File: src/rtl/tff_pkg.sv
// tff_pkg: shared mode encodings for the T flip-flop bank counter.
package tff_pkg;
   localparam logic [1:0] MODE_HOLD       = 2'b00;
   localparam logic [1:0] MODE_TOGGLE     = 2'b01;
   localparam logic [1:0] MODE_COUNT_UP   = 2'b10;
   localparam logic [1:0] MODE_COUNT_DOWN = 2'b11;
   typedef enum logic [1:0] {
      HOLD       = MODE_HOLD,
      TOGGLE     = MODE_TOGGLE,
      COUNT_UP   = MODE_COUNT_UP,
      COUNT_DOWN = MODE_COUNT_DOWN
   } mode_e;
endpackage

File: src/rtl/tff_cell.sv
// tff_cell: single-bit T flip-flop with synchronous reset and parallel load.
module tff_cell (
   input  logic clk,
   input  logic reset,
   input  logic rst_val,
   input  logic ld,
   input  logic d,
   input  logic tog,
   output logic q
);
   always_ff @(posedge clk)
      if (reset) q <= rst_val;
      else if (ld) q <= d;
      else if (tog) q <= ~q;
endmodule

File: src/rtl/tff_bank_counter.sv
// tff_bank_counter: bank of T flip-flops usable as independent toggles or an
// up/down toggle-chain counter with load, wrap/saturate and a terminal-count pulse.
module tff_bank_counter
   import tff_pkg::*;
#(
   parameter int               WIDTH     = 4,
   parameter logic [WIDTH-1:0] RESET_VAL = '0,
   parameter int               SATURATE  = 0
) (
   input  logic             clk,
   input  logic             reset,
   input  logic             en,
   input  logic             load,
   input  logic [WIDTH-1:0] load_val,
   input  logic [1:0]       mode,
   input  logic [WIDTH-1:0] t,
   output logic [WIDTH-1:0] q,
   output logic             tc
);
   mode_e            m;
   logic [WIDTH-1:0] ones, zeros, tog;
   logic             lim;
   assign m = mode_e'(mode);
   genvar g;
   generate
      for (g = 0; g < WIDTH; g++) begin : g_cell
         // Prefix chain: a cell toggles once every lower cell sits at the carry/borrow value.
         if (g == 0) begin : g_lsb
            assign ones[g]  = 1'b1;
            assign zeros[g] = 1'b1;
         end else begin : g_up
            assign ones[g]  = &q[g-1:0];
            assign zeros[g] = ~|q[g-1:0];
         end
         tff_cell u_cell (
            .clk    (clk),
            .reset  (reset),
            .rst_val(RESET_VAL[g]),
            .ld     (load),
            .d      (load_val[g]),
            .tog    (tog[g]),
            .q      (q[g])
         );
      end
   endgenerate
   always_comb begin
      lim = (m == COUNT_UP && &q) || (m == COUNT_DOWN && ~|q);
      tog = !en                    ? '0    :
            m == TOGGLE            ? t     :
            (SATURATE != 0 && lim) ? '0    :
            m == COUNT_UP          ? ones  :
            m == COUNT_DOWN        ? zeros : '0;
   end
   always_ff @(posedge clk)
      if (reset || load) tc <= 1'b0;
      else tc <= en && lim;
endmodule

File: config.mk
export PLATFORM = sky130hd
export DESIGN_NAME = tff_bank_counter
export DESIGN_NICKNAME = d
export VERILOG_FILES = /design/src/rtl/tff_pkg.sv /design/src/rtl/tff_cell.sv /design/src/rtl/tff_bank_counter.sv
export SDC_FILE = /design/constraint.sdc
export NUM_CORES = 1
export LEC_CHECK = 0
export ABC_AREA = 1
export CAP_MARGIN = 10
export CORE_MARGIN = 4
export CORE_UTILIZATION = 36
export DETAILED_ROUTE_END_ITERATION = 16
export GPL_TIMING_DRIVEN = 0
export PLACE_DENSITY_LB_ADDON = 0.2
export REMOVE_ABC_BUFFERS = 1
export SETUP_SLACK_MARGIN = 0.2
export SLEW_MARGIN = 25
export SYNTH_ARGS = -nofsm -noshare
export SYNTH_HDL_FRONTEND = slang
export SYNTH_HIERARCHICAL = 1
export SYNTH_SLANG_ARGS = --single-unit
File: constraint.sdc
create_clock -name clk -period 1.2 [get_ports clk]
set_input_delay 0.18 -clock clk [delete_from_list [all_inputs] [get_ports clk]]
set_output_delay 0.18 -clock clk [all_outputs]
set_load 0.03 [all_outputs]
==> impl_metrics.json <==
{
  "status": "finished with violations",
  "failed_checks": "setup timing",
  "clockRootBuffer": "clkbuf_4",
  "crit_type": "reg2reg",
  "yosysWarnings": 6,
  "wire_per_inst_um": 10.00,
  "ys_seq_area_share_pct": 29.71,
  "cp.arrival_ns": 1.31,
  "cp-end-kind": "register",
  "post-route-period-util_pct": 112.8,
  "drtPass1Iterations": 4,
  "grt_pass1_vias": 516,
  "rows": 12,
  "core-area_mm2": 0.001171,
  "power_leakage_nw": 0.4762,
  "synth_area_um2": 471.7,
  "start_util_pct": 40.28,
  "setup_violations": 5,
  "synth_cell_type_count": 14,
  "fin_hold_ws_ns": 0.4132,
  "path_buf_inv": 0,
  "grt_use_total_pct": 14.14,
  "cap_violations": 0,
  "die_area_mm2": 0.001953,
  "clock_skew_ns": 0.0003397,
  "ir_worst_vdd_v": 0.0005234,
  "critical_path.cell_chain": "nor2_2, nand2_1, nor2_1, nor2_1, nor2_2, nor2_1, nand2_1",
  "nFillCells": 106,
  "finalPower_uw": 725.2,
  "clk_latency_ns": 0.24,
  "worstPathRequired_ns": 1.16,
  "vias_per_cell": 4.431,
  "tritoncts": "yes",
  "drc_errors": 0,
  "use_met3_pct": 4.065,
  "die_h_um": 44.20,
  "place_hpwl_um": 892.7,
  "routed_wl_um": 1370,
  "grt_start_max_net_pins": 14,
  "drt_iter0_drc": 11,
  "drive_gt1_share_pct": 26.02,
  "clockBufferDepth": 2,
  "top_usage_layer": "met2",
  "design_area_um2": 838.3,
  "hp-class": "in2reg",
  "timing.final.ws_setup_ns": -0.1533,
  "gp_congestion": 0.7712,
  "cts_buffers": 3,
  "slew_viol_final": 0,
  "die_w_um": 44.20,
  "area_delta_synth_final_pct": 77.72,
  "post-route-util_pct": 71.58,
  "antenna_found_initial": 0,
  "cp_common_cell": "nor2_1",
  "rsz0062_at_grt": "true",
  "syn_avg_cell_area_um2": 5.422,
  "gr-usage-met1_pct": 16.79,
  "grt_pass1_wl_um": 2076,
  "cellPowerDensity_mw_per_mm2": 865.1,
  "pre_cts_ws_ns": -0.4134,
  "finalHoldViolCount": 0,
  "globalRouteMet2Util_pct": 23.84,
  "clkSlewWorstSetupHoldPaths_ns": 0.05,
  "io_pins": 19,
  "grt.overflow.total": 0,
  "syn_inst": 87,
  "ys_ff_latch": 5,
  "critical-path-top-delay-family": "simple AND/OR/NAND/NOR gates",
  "cp_slowest_cell": "edfxtp_1",
  "fmax_mhz": 739.0,
  "vias": 607,
  "h-tree-depth": 1,
  "port_buffers": 18,
  "final_nets": 138,
  "place_area_um2": 680.7,
  "postRouteAntennaNets": 0,
  "period_needed_ns": 1.353,
  "num_antenna_cells": 0,
  "crit_path_max_fanout": 7,
  "cp-start-kind": "register",
  "cts.sinks": 5,
  "slowest_delay_ns": 0.51,
  "ctsHoldBuffers": 0,
  "layout_common_cells": "nand2_1 (32), inv_1 (17), nor2_1 (11)",
  "final_common_cell": "nand2_1"
}
==> sequential cells by signal (all words and copies together), names as in the netlist <==
name,cells
tc,1
g_cell.u_cell/q,4
==> report_power, final <==
part	internal, mW	switching (mW)
Combinational	0.155	0.140
Clock	0.126	0.0729
Sequential	0.208	0.0236
Total	0.489	0.237
==> through the flow <==
| stage | setup TNS, ns | cells |
|---|---|---|
| 6_report | -0.4300 | 137 |
| 5_1_grt | -0.7205 | 137 |
| 4_1_cts | -0.3025 | 135 |
| 3_5_place_dp | -2.541 | 122 |
| 3_3_place_gp | -2.561 | 122 |
| 2_1_floorplan | -0.3170 | 90 |
==> worst register-to-register path: cells and delay by family, from the launching register on <==
family	cells	cell delay, ns
flip-flops	1	0.51
AND/OR/NAND/NOR	7	0.57
==> final timing paths <==
path	start	to	slack [ns]	cells after the start
worst max register to register	g_cell[0].u_cell/q	g_cell[3].u_cell/q	-0.15	7
worst min register to register	g_cell[3].u_cell/q	tc	0.70	4
worst min-delay path	en	tc	0.41	3
worst max-delay path	g_cell[0].u_cell/q	g_cell[3].u_cell/q	-0.15	7
==> final cells by class <==
cell class / count / area, um^2 / share of cell area [%]
Clock buffer: 4 / 26.28 / 3.134
Inverter: 20 / 75.07 / 8.955
Multi-Input combinational cell: 65 / 301.5 / 35.97
Sequential cell: 5 / 140.1 / 16.72
Tap cell: 14 / 17.52 / 2.090
Timing Repair Buffer: 29 / 277.8 / 33.13
==> synth_stat cells <==
library cell / instances / area share, %
nor3_1: 1 / 1.1
nand4_1: 1 / 1.3
dfxtp_1: 1 / 4.2
nand2_1: 34 / 27
inv_1: 17 / 14
nor2_2: 2 / 2.7
o21ai_1: 1 / 1.1
inv_2: 3 / 2.4
a21boi_1: 1 / 1.6
a21oi_1: 1 / 1.1
nand3_1: 7 / 7.4
edfxtp_1: 4 / 25
conb_1: 1 / 0.79
nor2_1: 13 / 10
==> repair_timing <==
action	4_1_cts	5_1_grt
buffers inserted	9	2
gates resized for setup	35	20
setup endpoints to repair	13	10
pin swaps	2	7
==> logic make-up (layout without fill, tap and decap cells) <==
| group | Yosys count | after routing | share of synthesized area, % |
|---|---|---|---|
| other | 1 | 4 | 0.7950 |
| flip-flops | 5 | 5 | 29.71 |
| AND/OR/NAND/NOR | 58 | 58 | 49.87 |
| AO/OA/AOI/OAI | 3 | 3 | 3.712 |
| buffers and inverters | 20 | 53 | 15.91 |
==> per-layer routing <==
metal  vias up  routed length (um)
met1       263                 608
met5         -                   0
met3         2                  71
li1        329                   -
met4         0                   7
met2        13                 683
(Power assumes the default switching activity.)
==> edit 1: new RTL, config.mk and constraints unchanged <==
Put a register stage on the output `q`. The value now appears one clock later. The other outputs are not delayed to match.
--- a/src/rtl/tff_bank_counter.sv
+++ b/src/rtl/tff_bank_counter.sv
@@ -18,4 +18,6 @@
    output logic             tc
 );
+
+   logic [WIDTH-1:0] q_d;
    mode_e            m;
    logic [WIDTH-1:0] ones, zeros, tog;
@@ -30,6 +32,6 @@
             assign zeros[g] = 1'b1;
          end else begin : g_up
-            assign ones[g]  = &q[g-1:0];
-            assign zeros[g] = ~|q[g-1:0];
+            assign ones[g]  = &q_d[g-1:0];
+            assign zeros[g] = ~|q_d[g-1:0];
          end
          tff_cell u_cell (
@@ -40,10 +42,10 @@
             .d      (load_val[g]),
             .tog    (tog[g]),
-            .q      (q[g])
+            .q      (q_d[g])
          );
       end
    endgenerate
    always_comb begin
-      lim = (m == COUNT_UP && &q) || (m == COUNT_DOWN && ~|q);
+      lim = (m == COUNT_UP && &q_d) || (m == COUNT_DOWN && ~|q_d);
       tog = !en                    ? '0    :
             m == TOGGLE            ? t     :
@@ -55,4 +57,8 @@
       if (reset || load) tc <= 1'b0;
       else tc <= en && lim;
+   always_ff @(posedge clk) begin
+      q <= q_d;
+   end
+
 endmodule
 
Formal check against the unedited RTL: not equivalent (a bounded check fails within 4 cycles, from zero or initial values and one cycle with reset high).
==> edit 1 against the unedited design <==
The run still ends with negative setup slack left. Power up 11%. Synthesized cell count fell by 4.6%. Final area down 10%. Via count down 14%. Clock power grew 22%. Area after synthesis rose by 9.8%. Combinational power fell by 36%. Core utilization shrank 15 points. Count of clock-buffer cells in the layout is the same. Critical endpoint is now g_cell[2].u_cell/q. Routed wire length fell by 17%. Sequential cell count rose by 4. Worst setup slack better by 0.092 ns.
==> edit 1: results (changes against the unedited design) <==
\begin{tabular}{lr}
\hline
Metric & Value \\
\hline
\multicolumn{2}{l}{\textbf{Status}} \\
\quad Run status & finished with violations \\
\quad Violations in the final reports & negative setup slack \\
\multicolumn{2}{l}{\textbf{Placement}} \\
\quad Worst slack, placed & -0.4046 ns (+0.008843 ns) \\
\quad Total half-perimeter wirelength after legalization and detailed placement & 853.1 µm (-4.4\%) \\
\quad Final RePlAce weighted congestion & 0.6915 (-10\%) \\
\multicolumn{2}{l}{\textbf{Min path}} \\
\quad Cell count of the worst hold path & 5 (+2) \\
\multicolumn{2}{l}{\textbf{Clock tree}} \\
\quad Clock insertion delay at the later pin of the skew report & 0.26 ns (+0.02 ns) \\
\quad Clock edge transition at the registers on the reported setup and hold paths & 0.07 ns (+0.02 ns) \\
\multicolumn{2}{l}{\textbf{Global routing}} \\
\quad Wire length of the first global-routing pass & 1635 µm (-21\%) \\
\quad Vias in the first global route & 423 (-18\%) \\
\quad Overall fraction of global-route tracks in use & 11.42\% (-2.7 points) \\
\multicolumn{2}{l}{\textbf{Synthesis}} \\
\quad Synth cell count leaders & nand2\_1 (31), inv\_1 (18), nor2\_1 (9), nand3\_1 (6), dfxtp\_1 (5) \\
\quad Unique cell type count in the Yosys netlist & 11 (-3) \\
\quad Leading register cell type out of synthesis & dfxtp\_1 \\
\quad Post-synthesis average cell area & 6.241 µm² (+15\%) \\
\multicolumn{2}{l}{\textbf{Route}} \\
\quad Total Wirelength & 1141 µm (-17\%) \\
\quad DRT iter0 DRCs & 12 (+1) \\
\quad Routed metal-1 wire length & 541 µm (-11\%) \\
\quad Via density & 4.202 (-5.2\%) \\
\quad Met2 Wirelength & 500 µm (-27\%) \\
\quad Length of the first detailed-routing pass in iterations & 3 (-1) \\
\multicolumn{2}{l}{\textbf{STA}} \\
\quad Accumulated negative setup slack & -0.1526 ns (+0.2774 ns) \\
\quad Fin worst setup slack & -0.06096 ns (+0.09229 ns) \\
\quad Finish-stage setup viols & 3 (-2) \\
\multicolumn{2}{l}{\textbf{Pwr}} \\
\quad Worst voltage drop across the vdd grid & 0.0004927 V (-5.9\%) \\
\multicolumn{2}{l}{\textbf{Setup path}} \\
\quad Endpoint of the worst setup timing path & g\_cell[2].u\_cell/q \\
\quad Slack of the worst reg-to-reg path & -0.06 ns (+0.09 ns) \\
\quad Peak fanout along the critical path & 5 (-2) \\
\quad Worst Reg2Reg Path Length in Cells & 6 (-1) \\
\multicolumn{2}{l}{\textbf{Final layout}} \\
\quad Ratio of cells with drive above 1 in the final layout & 13.76\% (-12 points) \\
\quad Number of inserted filler cells in the final layout & 143 (+35\%) \\
\quad Final-stage net count & 124 (-10\%) \\
\hline
\end{tabular}
==> edit 1: worst min-delay path by stage <==
stage                                  start  endpoint  slack, ns
after detailed placement  g_cell[3].u_cell/q      q[3]       0.40
after CTS                 g_cell[3].u_cell/q      q[3]       0.42
after floorplan                        reset        tc       0.33
after global routing                      en        tc       0.36
after global placement    g_cell[3].u_cell/q      q[3]       0.40
final                                     en        tc       0.34
==> edit 1: kinds of logic after synthesis <==
logic type	count (synthesis)	synth area share, %
simple gates	48	36.96
compound gates	7	6.763
flops	9	42.51
buf+inv	18	13.04
other cells	1	0.7239
==> edit 1: timing repair <==
item                                    in CTS  in global routing
buffers inserted                             1                  0
pin swaps                                    1                  3
resized for setup                           32                  5
endpoints found under the setup margin      14                  5
==> edit 1: metrics by stage <==
step / cell area, µm² / hold slack (ns)
finish: 754.5 / 0.3450
global route: 754.5 / 0.3644
CTS: 738.2 / 0.4210
floorplan: 529.3 / 0.3347
global placement: 728.2 / 0.4000
detailed placement: 728.2 / 0.4043
==> edit 1: metal layers <==
metal | track usage [%] | vias to the layer above
li1 | - | 296
met1 | 13.21 | 210
met2 | 16.48 | 13
met3 | 3.557 | 2
met4 | 10.23 | 0
met5 | 0 | -
==> edit 1: critical path, cell delays in order (launching register included) <==
cell      delay [ns]
edfxtp_1        0.44
nand2_2         0.09
nor2_4          0.12
nand2_1         0.08
a21oi_2         0.14
nor2_1          0.05
nand2_1         0.08
==> edit 1: area by class of cell <==
class / count / area share, %
multi-input combinational: 59 / 34.33
sequential: 9 / 29.19
timing repair buffer: 19 / 21.56
inverter: 18 / 8.955
clock buffer: 4 / 3.483
tap: 15 / 2.488
==> edit 1: power by group <==
| part | switching [mW] | internal [mW] | leakage [nW] |
|---|---|---|---|
| Clock | 0.114 | 0.128 | 0.0150 |
| Sequential | 0.0216 | 0.355 | 0.0834 |
| Combinational | 0.110 | 0.0787 | 0.327 |
==> edit 2: new RTL, same flow settings <==
Without the edit above. The parameter `WIDTH` goes from 4 to 6.
--- a/src/rtl/tff_bank_counter.sv
+++ b/src/rtl/tff_bank_counter.sv
@@ -4,5 +4,5 @@
    import tff_pkg::*;
 #(
-   parameter int               WIDTH     = 4,
+   parameter int               WIDTH     = 6,
    parameter logic [WIDTH-1:0] RESET_VAL = '0,
    parameter int               SATURATE  = 0
Ports: changed (resized load_val, q and t); port bits go from 19 to 25. No check against the original RTL was run, so the function may have changed too.
==> edit 2 against the unedited design <==
Largest cell class unchanged. Sequential cell count increased by 2. Final cell count increased by 32%. Via count increased by 31%. Routed wire length increased by 32%. The flow still finishes with violations (negative setup slack). Worst setup slack got worse by 0.024 ns. Highest routed layer unchanged. Final area increased by 27%. Area after synthesis increased by 45%. Clock skew about the same. Sequential share of layout area increased by 2.1 points. Power increased by 26%.
==> edit 2: results (changes against the unedited design) <==
\begin{tabular}{lr}
\hline
Metric & Value \\
\hline
\multicolumn{2}{l}{\textbf{Status}} \\
\quad Run status & finished with violations \\
\quad Violations in the final reports & negative setup slack \\
\multicolumn{2}{l}{\textbf{Global routing}} \\
\quad Overall fraction of global-route tracks in use & 14.55\% (+0.41 points) \\
\quad Vias in the first global route & 725 (+41\%) \\
\quad Wire length of the first global-routing pass & 2904 µm (+40\%) \\
\multicolumn{2}{l}{\textbf{Final layout}} \\
\quad Number of non-clock inverters in the layout & 31 (+55\%) \\
\quad Proportion of cell area spent on the clock network & 2.465\% (-0.67 points) \\
\quad Final-stage net count & 175 (+27\%) \\
\quad Number of combinational gates with multiple inputs & 84 (+29\%) \\
\quad Multi-input gate share of the layout cell area & 37.56\% (+1.6 points) \\
\quad Ratio of cells with drive above 1 in the final layout & 20.51\% (-5.5 points) \\
\quad Seq Cell Count & 7 (+2) \\
\quad Non-clock buffer share of cell area & 27.35\% (-5.8 points) \\
\multicolumn{2}{l}{\textbf{STA}} \\
\quad Finish-stage setup viols & 7 (+2) \\
\quad Tightest hold margin & 0.3922 ns (-0.02100 ns) \\
\quad Fin worst setup slack & -0.1769 ns (-0.02363 ns) \\
\multicolumn{2}{l}{\textbf{Synthesis}} \\
\quad Post-synth EDFFs & 6 (+2) \\
\quad Synth area leaders & edfxtp\_1 (26\%), nand2\_1 (22\%), inv\_1 (15\%) \\
\multicolumn{2}{l}{\textbf{Route}} \\
\quad Via density & 4.387 (-0.99\%) \\
\quad Length of the first detailed-routing pass in iterations & 6 (+2) \\
\quad Wire length per cell & 9.972 µm (-0.28\%) \\
\multicolumn{2}{l}{\textbf{Placement}} \\
\quad Worst slack, placed & -0.4726 ns (-0.05915 ns) \\
\multicolumn{2}{l}{\textbf{Pwr}} \\
\quad Power per Cell Area & 855.5 nW/µm² (-1.1\%) \\
\quad Clock power frac & 26.9\% (-0.5 points) \\
\quad Leakage Power & 0.5942 nW (+25\%) \\
\multicolumn{2}{l}{\textbf{Setup path}} \\
\quad Data arrival at the endpoint of the critical path & 1.37 ns (+0.06 ns) \\
\quad Critical path's top delay family & flip-flops \\
\quad Delay of the slowest cell on the worst path & 0.47 ns (-0.04 ns) \\
\quad Peak fanout along the critical path & 4 (-3) \\
\multicolumn{2}{l}{\textbf{Floorplan}} \\
\quad Die Span X & 51.56 µm (+17\%) \\
\multicolumn{2}{l}{\textbf{Clock tree}} \\
\quad \# resized after CTS & 48 (+37\%) \\
\hline
\end{tabular}
## edit 2: changes by cell type in the layout (fill, tap and decap cells not counted), sizes merged, moves of 2 or more
cell / before / now
a21oi: 1 / 3
buf: 16 / 12
clkdlybuf4s50: 7 / 11
conb: 4 / 6
edfxtp: 4 / 6
inv: 20 / 30
nand2: 34 / 44
nand3: 7 / 10
nor2: 15 / 10
o211ai: 0 / 2
o21ai: 1 / 5
## edit 2: kinds of logic (layout without fill, tap and decap cells)
logic type             Yosys count  in the layout  synth area share, %
AND/OR/NAND/NOR                 67             67                42.31
AO/OA/AOI/OAI                   11             11                10.81
flip-flops                       7              7                29.30
other                            1              6               0.5489
buffers and inverters           31             65                17.03
## edit 2: worst register-to-register path, stage by stage (launching register included)
cell and delay, ns:
edfxtp_1 0.47, nor2_4 0.14, nand2_2 0.08, o21ai_2 0.10, nand2_1 0.07, a21oi_2 0.11
nor2_1 0.05, nand2_1 0.07
## edit 2: how the worst max path moves through the flow
stage	from	endpoint	slack, ns	cells after the start
finish	g_cell[0].u_cell/q	g_cell[3].u_cell/q	-0.18	7
global route	g_cell[0].u_cell/q	g_cell[5].u_cell/q	-0.29	7
CTS	g_cell[0].u_cell/q	g_cell[3].u_cell/q	-0.19	7
detailed placement	mode[0]	g_cell[3].u_cell/q	-0.47	9
global placement	mode[0]	g_cell[3].u_cell/q	-0.47	9
floorplan	g_cell[0].u_cell/q	g_cell[3].u_cell/q	-0.32	7
## edit 2: layer usage
| metal | GRT usage [%] | routed length [µm] | vias to the layer above |
|---|---|---|---|
| li1 | - | - | 424 |
| met1 | 15.78 | 765 | 339 |
| met2 | 25.64 | 850 | 27 |
| met3 | 4.585 | 163 | 4 |
| met4 | 6.550 | 25 | 0 |
| met5 | 0 | 0 | - |
